<file path="src/rtl/cpu_sequencer.sv">
// Control sequencer for the 6-bit-address / 8-bit-data adding-machine CPU.
// Moore FSM stepping fetch, decode and execute, plus halt detection and a retired-instruction counter.
module cpu_sequencer #(
    parameter int CNT_W = 16
) (
    input  logic             clk,
    input  logic             reset,
    input  logic             hold,
    input  logic [7:0]       ir,
    input  logic [5:0]       pc,
    output logic             ir_ld,
    output logic             pc_inc,
    output logic             pc_ld,
    output logic             ac_ld,
    output logic             ac_sel,
    output logic             adr_sel,
    output logic             rd_mem,
    output logic             wr_mem,
    output logic             halted,
    output logic [2:0]       state_dbg,
    output logic [CNT_W-1:0] instr_count
);

    localparam logic [2:0] S_IDLE     = 3'd0;
    localparam logic [2:0] S_FETCH    = 3'd1;
    localparam logic [2:0] S_DECODE   = 3'd2;
    localparam logic [2:0] S_EXEC_RD  = 3'd3;
    localparam logic [2:0] S_EXEC_WR  = 3'd4;
    localparam logic [2:0] S_EXEC_JMP = 3'd5;
    localparam logic [2:0] S_HALT     = 3'd6;

    logic [2:0]       state_reg;
    logic [2:0]       state_next;
    logic [CNT_W-1:0] count_reg;
    logic [5:0]       pc_prev;
    logic             self_jump;
    logic             exec_exit;
    logic [2:0]       boundary_next;

    // pc has already been incremented by the fetch, so the jmp's own address is pc-1 (mod 64).
    assign pc_prev       = pc - 6'd1;
    assign self_jump     = (ir[5:0] == pc_prev);
    assign boundary_next = hold ? S_IDLE : S_FETCH;
    assign exec_exit     = (state_reg == S_EXEC_RD) || (state_reg == S_EXEC_WR) ||
                           (state_reg == S_EXEC_JMP);

    always_comb begin
        state_next = S_IDLE;
        case (state_reg)
            S_IDLE:     state_next = boundary_next;
            S_FETCH:    state_next = S_DECODE;
            S_DECODE: begin
                case (ir[7:6])
                    2'b00, 2'b01: state_next = S_EXEC_RD;
                    2'b10:        state_next = S_EXEC_WR;
                    default:      state_next = S_EXEC_JMP;
                endcase
            end
            S_EXEC_RD:  state_next = boundary_next;
            S_EXEC_WR:  state_next = boundary_next;
            S_EXEC_JMP: state_next = self_jump ? S_HALT : boundary_next;
            S_HALT:     state_next = S_HALT;
            default:    state_next = S_IDLE;
        endcase
    end

    always_ff @(posedge clk) begin
        if (reset) begin
            state_reg <= S_IDLE;
            count_reg <= '0;
        end else begin
            state_reg <= state_next;
            if (exec_exit) begin
                count_reg <= count_reg + CNT_W'(1);
            end
        end
    end

    // Every control output is a pure decode of the registered state.
    always_comb begin
        ir_ld   = 1'b0;
        pc_inc  = 1'b0;
        pc_ld   = 1'b0;
        ac_ld   = 1'b0;
        ac_sel  = 1'b0;
        adr_sel = 1'b0;
        rd_mem  = 1'b0;
        wr_mem  = 1'b0;
        halted  = 1'b0;
        case (state_reg)
            S_FETCH: begin
                rd_mem = 1'b1;
                ir_ld  = 1'b1;
                pc_inc = 1'b1;
            end
            S_EXEC_RD: begin
                rd_mem  = 1'b1;
                adr_sel = 1'b1;
                ac_ld   = 1'b1;
                ac_sel  = ~ir[6];
            end
            S_EXEC_WR: begin
                wr_mem  = 1'b1;
                adr_sel = 1'b1;
            end
            S_EXEC_JMP: pc_ld  = 1'b1;
            S_HALT:     halted = 1'b1;
            default: ;
        endcase
    end

    assign state_dbg   = state_reg;
    assign instr_count = count_reg;

endmodule
</file>
<file path="config.mk">
export PLATFORM = sky130hd
export DESIGN_NAME = cpu_sequencer
export DESIGN_NICKNAME = d
export VERILOG_FILES = /design/src/rtl/cpu_sequencer.sv
export SDC_FILE = /design/constraint.sdc
export NUM_CORES = 1
export LEC_CHECK = 0
export BUFFER_PORTS_ARGS = -buffer_cell sky130_fd_sc_hd__buf_2
export CORE_AREA = 10 10 58 70
export CTS_BUF_LIST = sky130_fd_sc_hd__clkbuf_8
export DETAILED_ROUTE_END_ITERATION = 16
export DIE_AREA = 0 0 68 80
export PLACE_DENSITY = 0.81
export REMOVE_ABC_BUFFERS = 1
export SETUP_SLACK_MARGIN = 0.15
export SLEW_MARGIN = 40
export SYNTH_ARGS = -nofsm -noshare
export SYNTH_HDL_FRONTEND = slang
export SYNTH_SLANG_ARGS = --single-unit
</file>
<file path="constraint.sdc">
create_clock -name clk -period 2 [get_ports clk]
set_clock_uncertainty 0.2 [all_clocks]
set_input_delay 0.3 -clock clk [delete_from_list [all_inputs] [get_ports clk]]
set_output_delay 0.3 -clock clk [all_outputs]
set_load 0.02 [all_outputs]
</file>
==> metrics.md, run 1 <==
| Metric | Value |
|---|---|
| Crit path time final | roughly 1800 ps |
| Clock H-tree levels | 1 |
| Share of cells above drive strength 1 | 37.2% |
| Num Clock Sinks | 19 |
| Initial core utilization | between 40% and 50% |
| DRC Markers | 0 |
| Top-area cell type share of the netlist area | between 30% and 40% |
| Port bufs | 44 |
| Fin Setup TNS | 0 ps |
| Master of the slowest instance on the critical path | dfxtp_2 |
| CTS Hold Bufs | 0 |
| Worst Hold Endpoint | state_dbg[1] |
| Via-to-Cell Ratio | 5.10 |
| Cell Rows | 21 |
| Hold Crit Start | ir[7] |
| Die area | 0.00544 mm² |
| CP endpoint kind | primary output |
| Worst slew pin tran | approximately 430 ps |
| Largest stage delay, worst path | approximately 360 ps |
| #FFs+latches synth | 19 |
| Dpl cells | around 210 |
| Routed Antenna Nets | 0 |
| Max Fclk | about 570 MHz |
| Post-synthesis cell type count | 40 |
| Min-delay worst type | in -> reg |
| Clk Latency, worst-skew pair | ~260 ps |
| CTS tree | yes |
| Synth warn | 0 |
| Initial antenna violation count | 0 |
| Tot GR Track Use | around 11% |
| Max Slew Vio Count | 0 |
| Crit Reg-Reg Startpoint | state_dbg[0] |
| Post-Syn Area | between 0.001 and 0.0015 mm² |
| GR Overflow Total | 0 |
| First-pass GRT wire length | roughly 5000 µm |
| Status | complete, no violations |
| Relative slew margins | a little under three quarters |
| RR Endpoint | instr_count[12] |
| Post-layout nets | around 200 |
| VDD IR-drop max | approximately 0.40 mV |
| Cts bufs inserted | 3 |
| Hpwl dp | between 2000 and 2500 µm |
| Via count | between 1000 and 1500 |
| FF-to-FF setup slack | roughly 330 ps |
| Max-cap violations | 0 |
| Detailed Route Iter0 Violations | 50 |
| RSZ-0062 raised after global routing | true |
| WP data arrival | between 1000 and 1500 ps |
| Met2 usage | 19.4% |
| Final non-filler cell total | 217 |
| Clock buffer depth | 2 |
| Startpoint types | flip-flop |
| Die height | around 80 µm |
| Core area | 0.00273 mm² |
| Global placer's final weighted congestion | between 0.8 and 0.9 |
| Grt met3 use | under 10% |
| Drt total wl | a little under 3000 µm |
| WL/cell | about 13 µm |
| Synth area leader | dfxtp_1 |
| Io pins | 45 |
| Clock slew at reported path FFs | about 70 ps |
| Syn Inst Count | between 100 and 150 |
| Root Driver | clkbuf_8 |
| CP cell instances | buf_4, nor3_1, or2_2, buf_2 |
| Post-synthesis sequential area ratio | between 30% and 40% |
| Worst reg2reg path depth | 6 |
| Critical setup path kind | reg -> out |
| Period utilization | slightly below 90% |
| Vias in the first global route | about 1100 |
| Hold path cells | 3 |
| TritonRoute pass-1 iters | 6 |
| Power per cell area | approximately 600 mW/mm² |
| Mean Syn Cell Area | around 8.5 µm² |
| Largest net degree at the start of global routing | 21 |
| Final hold slack | 202 ps |
| Area delta synth->final | 27.3% |
| Final Hold Vio Count | 0 |
| Lkg Pwr | 0.663 nW |
| Area contributors post-synth | dfxtp_1, xnor2_1, nor2_1, nor3_1, xor2_1 |
| Setup Viol. Count Final | 0 |
| Crit Path Max Fanout | 8 |
| Antenna cells | 0 |
| Finished Core Util | 53.6% |
| Die width | about 68 µm |
| Met1 Use GR | 11.7% |
| Busiest grt layer | met2 |
| Worst EP required | ~1500 ps |
-- Yosys cell counts --
| cell | instances |
|---|---|
| a31oi_1 | 1 |
| a21oi_1 | 6 |
| nand3b_1 | 1 |
| or3_1 | 4 |
| nor2b_1 | 1 |
| nor4_2 | 1 |
| clkbuf_1 | 2 |
| o21a_1 | 1 |
| o21ai_2 | 1 |
| buf_4 | 2 |
| inv_1 | 6 |
| mux2i_1 | 1 |
| xnor2_1 | 15 |
| nor2_1 | 20 |
| nor3_1 | 9 |
| dfxtp_1 | 19 |
| and3_1 | 3 |
| buf_6 | 1 |
| nand2b_1 | 3 |
| and2_1 | 1 |
| ha_1 | 2 |
| o211ai_2 | 2 |
| nor3_2 | 2 |
| nand4_1 | 1 |
| and4_1 | 2 |
| nand3_1 | 4 |
| a2111oi_2 | 1 |
| or2_2 | 1 |
| a311oi_1 | 1 |
| nand3_4 | 1 |
| xor2_1 | 5 |
| and4_4 | 1 |
| o21ai_0 | 3 |
| o22ai_1 | 1 |
| nand3b_4 | 1 |
| inv_2 | 1 |
| nor3b_1 | 1 |
| o21ai_1 | 1 |
| nand2_1 | 6 |
| and2b_2 | 1 |
-- cell usage in the layout, fill, tap and decap left out, drive strengths merged --
cell type / netlist / final
buf: 3 / 48
nor2: 20 / 20
dfxtp: 19 / 19
xnor2: 15 / 15
nor3: 11 / 11
inv: 7 / 7
a21oi: 6 / 6
nand2: 6 / 6
xor2: 5 / 5
nand3: 5 / 5
o21ai: 5 / 5
or3: 4 / 4
and3: 3 / 3
nand2b: 3 / 3
clkbuf: 2 / 3
and4: 3 / 3
o211ai: 2 / 2
ha: 2 / 2
nand3b: 2 / 2
nor2b: 1 / 1
and2: 1 / 1
or2: 1 / 1
a311oi: 1 / 1
nor3b: 1 / 1
a31oi: 1 / 1
o21a: 1 / 1
and2b: 1 / 1
nor4: 1 / 1
nand4: 1 / 1
o22ai: 1 / 1
mux2i: 1 / 1
a2111oi: 1 / 1
clkinv: 0 / 1
-- per-layer routing --
metal | wire (µm) | up-vias
li1 | - | 560
met1 | 1140 | 494
met2 | 1370 | 47
met3 | 357 | 5
met4 | 51 | 0
met5 | 0 | -
-- state kept, by name (all words and copies together), names as in the netlist --
name and count:
instr_count 16, state_dbg 3
-- kinds of logic after synthesis --
logic type               after synthesis  share of synthesized area, %
AND/OR/NAND/NOR                       64                          32.4
XOR/XNOR                              20                          15.2
flip-flops                            19                          33.0
buffers and inverters                 12                          5.22
multiplexers                           1                         0.870
AO/OA/AOI/OAI                         18                          11.1
adder cells (fa/ha/maj)                2                          2.17
-- critical path, delay by kind of cell (launching register included) --
family        cells  cell delay, ps
flops             1             360
simple gates      2             330
buf+inv           2             310
-- layout make-up --
type                       count  area (µm²)
timing repair buffer          48         253
tap                           34        42.5
sequential                    19         387
inverter                       7        26.3
clock buffer                   3        41.3
fill                         276        1270
multi-input combinational    105         711
clock inverter                 1        5.00
-- where the power goes --
group	switching, W	total (W)	internal, W
sequential	0.0000181	0.000408	0.000390
combinational	0.000117	0.000204	0.0000868
clock	0.000130	0.000269	0.000139
total	0.000265	0.000881	0.000616
-- how the worst max path moves through the flow --
| stage | from | endpoint | slack, ps | cells after the start |
|---|---|---|---|---|
| after floorplan | state_dbg[0] | ir_ld | 5 | 2 |
| after global placement | pc[0] | state_dbg[1] | 220 | 7 |
| after detailed placement | pc[0] | state_dbg[1] | 160 | 7 |
| after CTS | state_dbg[2] | adr_sel | 150 | 4 |
| after global routing | state_dbg[1] | adr_sel | 150 | 4 |
| final | state_dbg[1] | adr_sel | 230 | 4 |
-- what timing repair did --
action                     4_1_cts  5_1_grt
setup endpoints to repair        3        4
pin swaps                        0        0
resized for setup                2        3
buffers inserted                 0        2
-- metrics by stage --
step / instance area [µm²] / setup WS (ps) / power [W]
6_report: 1470 / 231 / 0.000881
3_3_place_gp: 1400 / 218 / 0.000616
2_1_floorplan: 1120 / 5.41 / 0.000542
5_1_grt: 1470 / 146 / 0.000925
4_1_cts: 1440 / 152 / 0.000891
3_5_place_dp: 1400 / 159 / 0.000619
Power figures use the tool's default switching activity.
==> run 2: changes to the inputs <==
==> constraint.sdc (replaced) <==
create_clock -name clk -period 2.1 [get_ports clk]
set_clock_uncertainty 0.2 [all_clocks]
set_input_delay 0.315 -clock clk [delete_from_list [all_inputs] [get_ports clk]]
set_output_delay 0.315 -clock clk [all_outputs]
set_load 0.02 [all_outputs]
==> metrics.md, run 2 (synthesis results as in run 1) <==
| Metric | Value |
|---|---|
| Tot GR Track Use | 11.0% |
| Startpoint types | flip-flop |
| Setup Viol. Count Final | 0 |
| Drt total wl | approximately 2900 µm |
| Core area | around 0.0027 mm² |
| WL/cell | about 13 µm |
| GR Overflow Total | 0 |
| Period utilization | between 80 and 90% |
| Power per cell area | 578 mW/mm² |
| CTS Hold Bufs | 0 |
| Global placer's final weighted congestion | between 0.8 and 0.9 |
| Post-route setup slack | 250 ps |
| Detailed Route Iter0 Violations | 49 |
| Critical setup path kind | reg -> out |
| Fin Setup TNS | 0 ps |
| Clk Latency, worst-skew pair | between 200 and 300 ps |
| Dpl cells | 210 |
| Worst reg2reg path depth | 5 |
| Min-delay worst type | in -> reg |
| Max-cap violations | 0 |
| Largest stage delay, worst path | about 400 ps |
| Initial core utilization | 42.1% |
| CP endpoint kind | primary output |
| Most frequent cells in the layout | buf_2, nor2_1, dfxtp_1, xnor2_1, nor3_1 |
| Via-to-Cell Ratio | ~5.2 |
| Commonest non-fill, non-tap cell in the layout | buf_2 |
| First-pass GRT wire length | ~4900 µm |
| Post-layout nets | 200 |
| Max Slew Vio Count | 0 |
| RR Endpoint | instr_count[15] |
| Final hold slack | 198 ps |
| Largest register FFs | 16 |
| Cts bufs inserted | 3 |
| FF-to-FF setup slack | roughly 430 ps |
| Crit path from | state_dbg[2] |
| Routed Antenna Nets | 0 |
| Initial antenna violation count | 0 |
| Largest net degree at the start of global routing | 21 |
| Worst EP required | approximately 1600 ps |
| Io pins | 45 |
| Clock slew at reported path FFs | 70 ps |
| CP Depth | 4 |
| Relative slew margins | 70.3% |
| Cell family contributing the most delay on the critical path | simple AND/OR/NAND/NOR gates |
| Cell Rows | 21 |
| CTS tree | yes |
| Area delta synth->final | 24.9% |
| Clock H-tree levels | 1 |
| Status | complete, no violations |
| Hpwl dp | 2380 µm |
| Finished Core Util | between 50% and 60% |
| Antenna cells | 0 |
| Port bufs | 44 |
| Master of the slowest instance on the critical path | dfxtp_2 |
| Root Driver | clkbuf_8 |
| RSZ-0062 raised after global routing | false |
| Lkg Pwr | roughly 0.65 nW |
| Crit Path Max Fanout | 8 |
| VDD IR-drop max | a little over 0.3 mV |
| Pre-CTS setup slack | around 260 ps |
| WP data arrival | about 1300 ps |
| Die area | about 0.0054 mm² |
| Crit Reg-Reg Startpoint | state_dbg[1] |
| Vias in the first global route | about 1100 |
| Buf/Inv on CP | 2 |
| Max Fclk | 541 MHz |
| Die width | 68 µm |
| Final Hold Vio Count | 0 |
| Via count | roughly 1100 |
| Worst slew pin tran | roughly 440 ps |
| Final non-filler cell total | around 210 |
| CP cell instances | nand3b_4, inv_2, or2_2, buf_2 |
| Die height | around 80 µm |
| Num Clock Sinks | 19 |
| Crit path time final | 1850 ps |
| Share of cells above drive strength 1 | a little over a third |
| DRC Markers | 0 |
| TritonRoute pass-1 iters | 4 |
| Critical Path End | adr_sel |
| Setup bufs post-CTS | 0 |
| Clock buffer depth | 2 |
-- run 2: how the worst min path moves through the flow --
stage / start / endpoint / slack, ps / depth (start not counted)
2_1_floorplan: reset / state_dbg[1] / 180 / 1
3_3_place_gp: instr_count[6] / instr_count[6] / 300 / 2
3_5_place_dp: instr_count[6] / instr_count[6] / 310 / 2
4_1_cts: ir[7] / state_dbg[1] / 210 / 3
5_1_grt: ir[7] / state_dbg[1] / 220 / 3
6_report: ir[7] / state_dbg[1] / 200 / 3
-- run 2: repair_timing --
| action | 4_1_cts | 5_1_grt |
|---|---|---|
| resized for setup | 1 | 2 |
| setup endpoints to repair | 1 | 5 |
| pin swaps | 0 | 0 |
| hold endpoints to repair | 0 | 0 |
| cloned | 0 | 0 |
-- run 2: cell type report --
type                       count  area (µm²)
tap                           34        42.5
multi-input combinational    105         711
clock inverter                 1        5.00
fill                         279        1290
timing repair buffer          45         228
inverter                       7        26.3
clock buffer                   3        41.3
sequential                    19         384
-- run 2: where the power goes --
group	internal, W	switching, W
clock	0.000132	0.000123
combinational	0.0000756	0.000103
sequential	0.000372	0.0000253
-- run 2: tightest hold or removal path, stage by stage --
cell and delay [ps]:
buf_2 90, and3_1 160, a2111oi_2 50
-- run 2: per-layer routing --
| metal | vias to the layer above | share of wire, % | global-route usage, % |
|---|---|---|---|
| met5 | - | 0 | 0 |
| met4 | 0 | 1.5 | 4.64 |
| li1 | 556 | - | - |
| met2 | 45 | 47 | 17.7 |
| met3 | 5 | 12 | 3.93 |
| met1 | 513 | 40 | 12.6 |
-- run 2: through the flow --
step	instance area (µm²)	total power (W)
6_report	1440	0.000831
3_5_place_dp	1390	0.000584
3_3_place_gp	1390	0.000582
4_1_cts	1440	0.000835
2_1_floorplan	1120	0.000516
5_1_grt	1440	0.000870
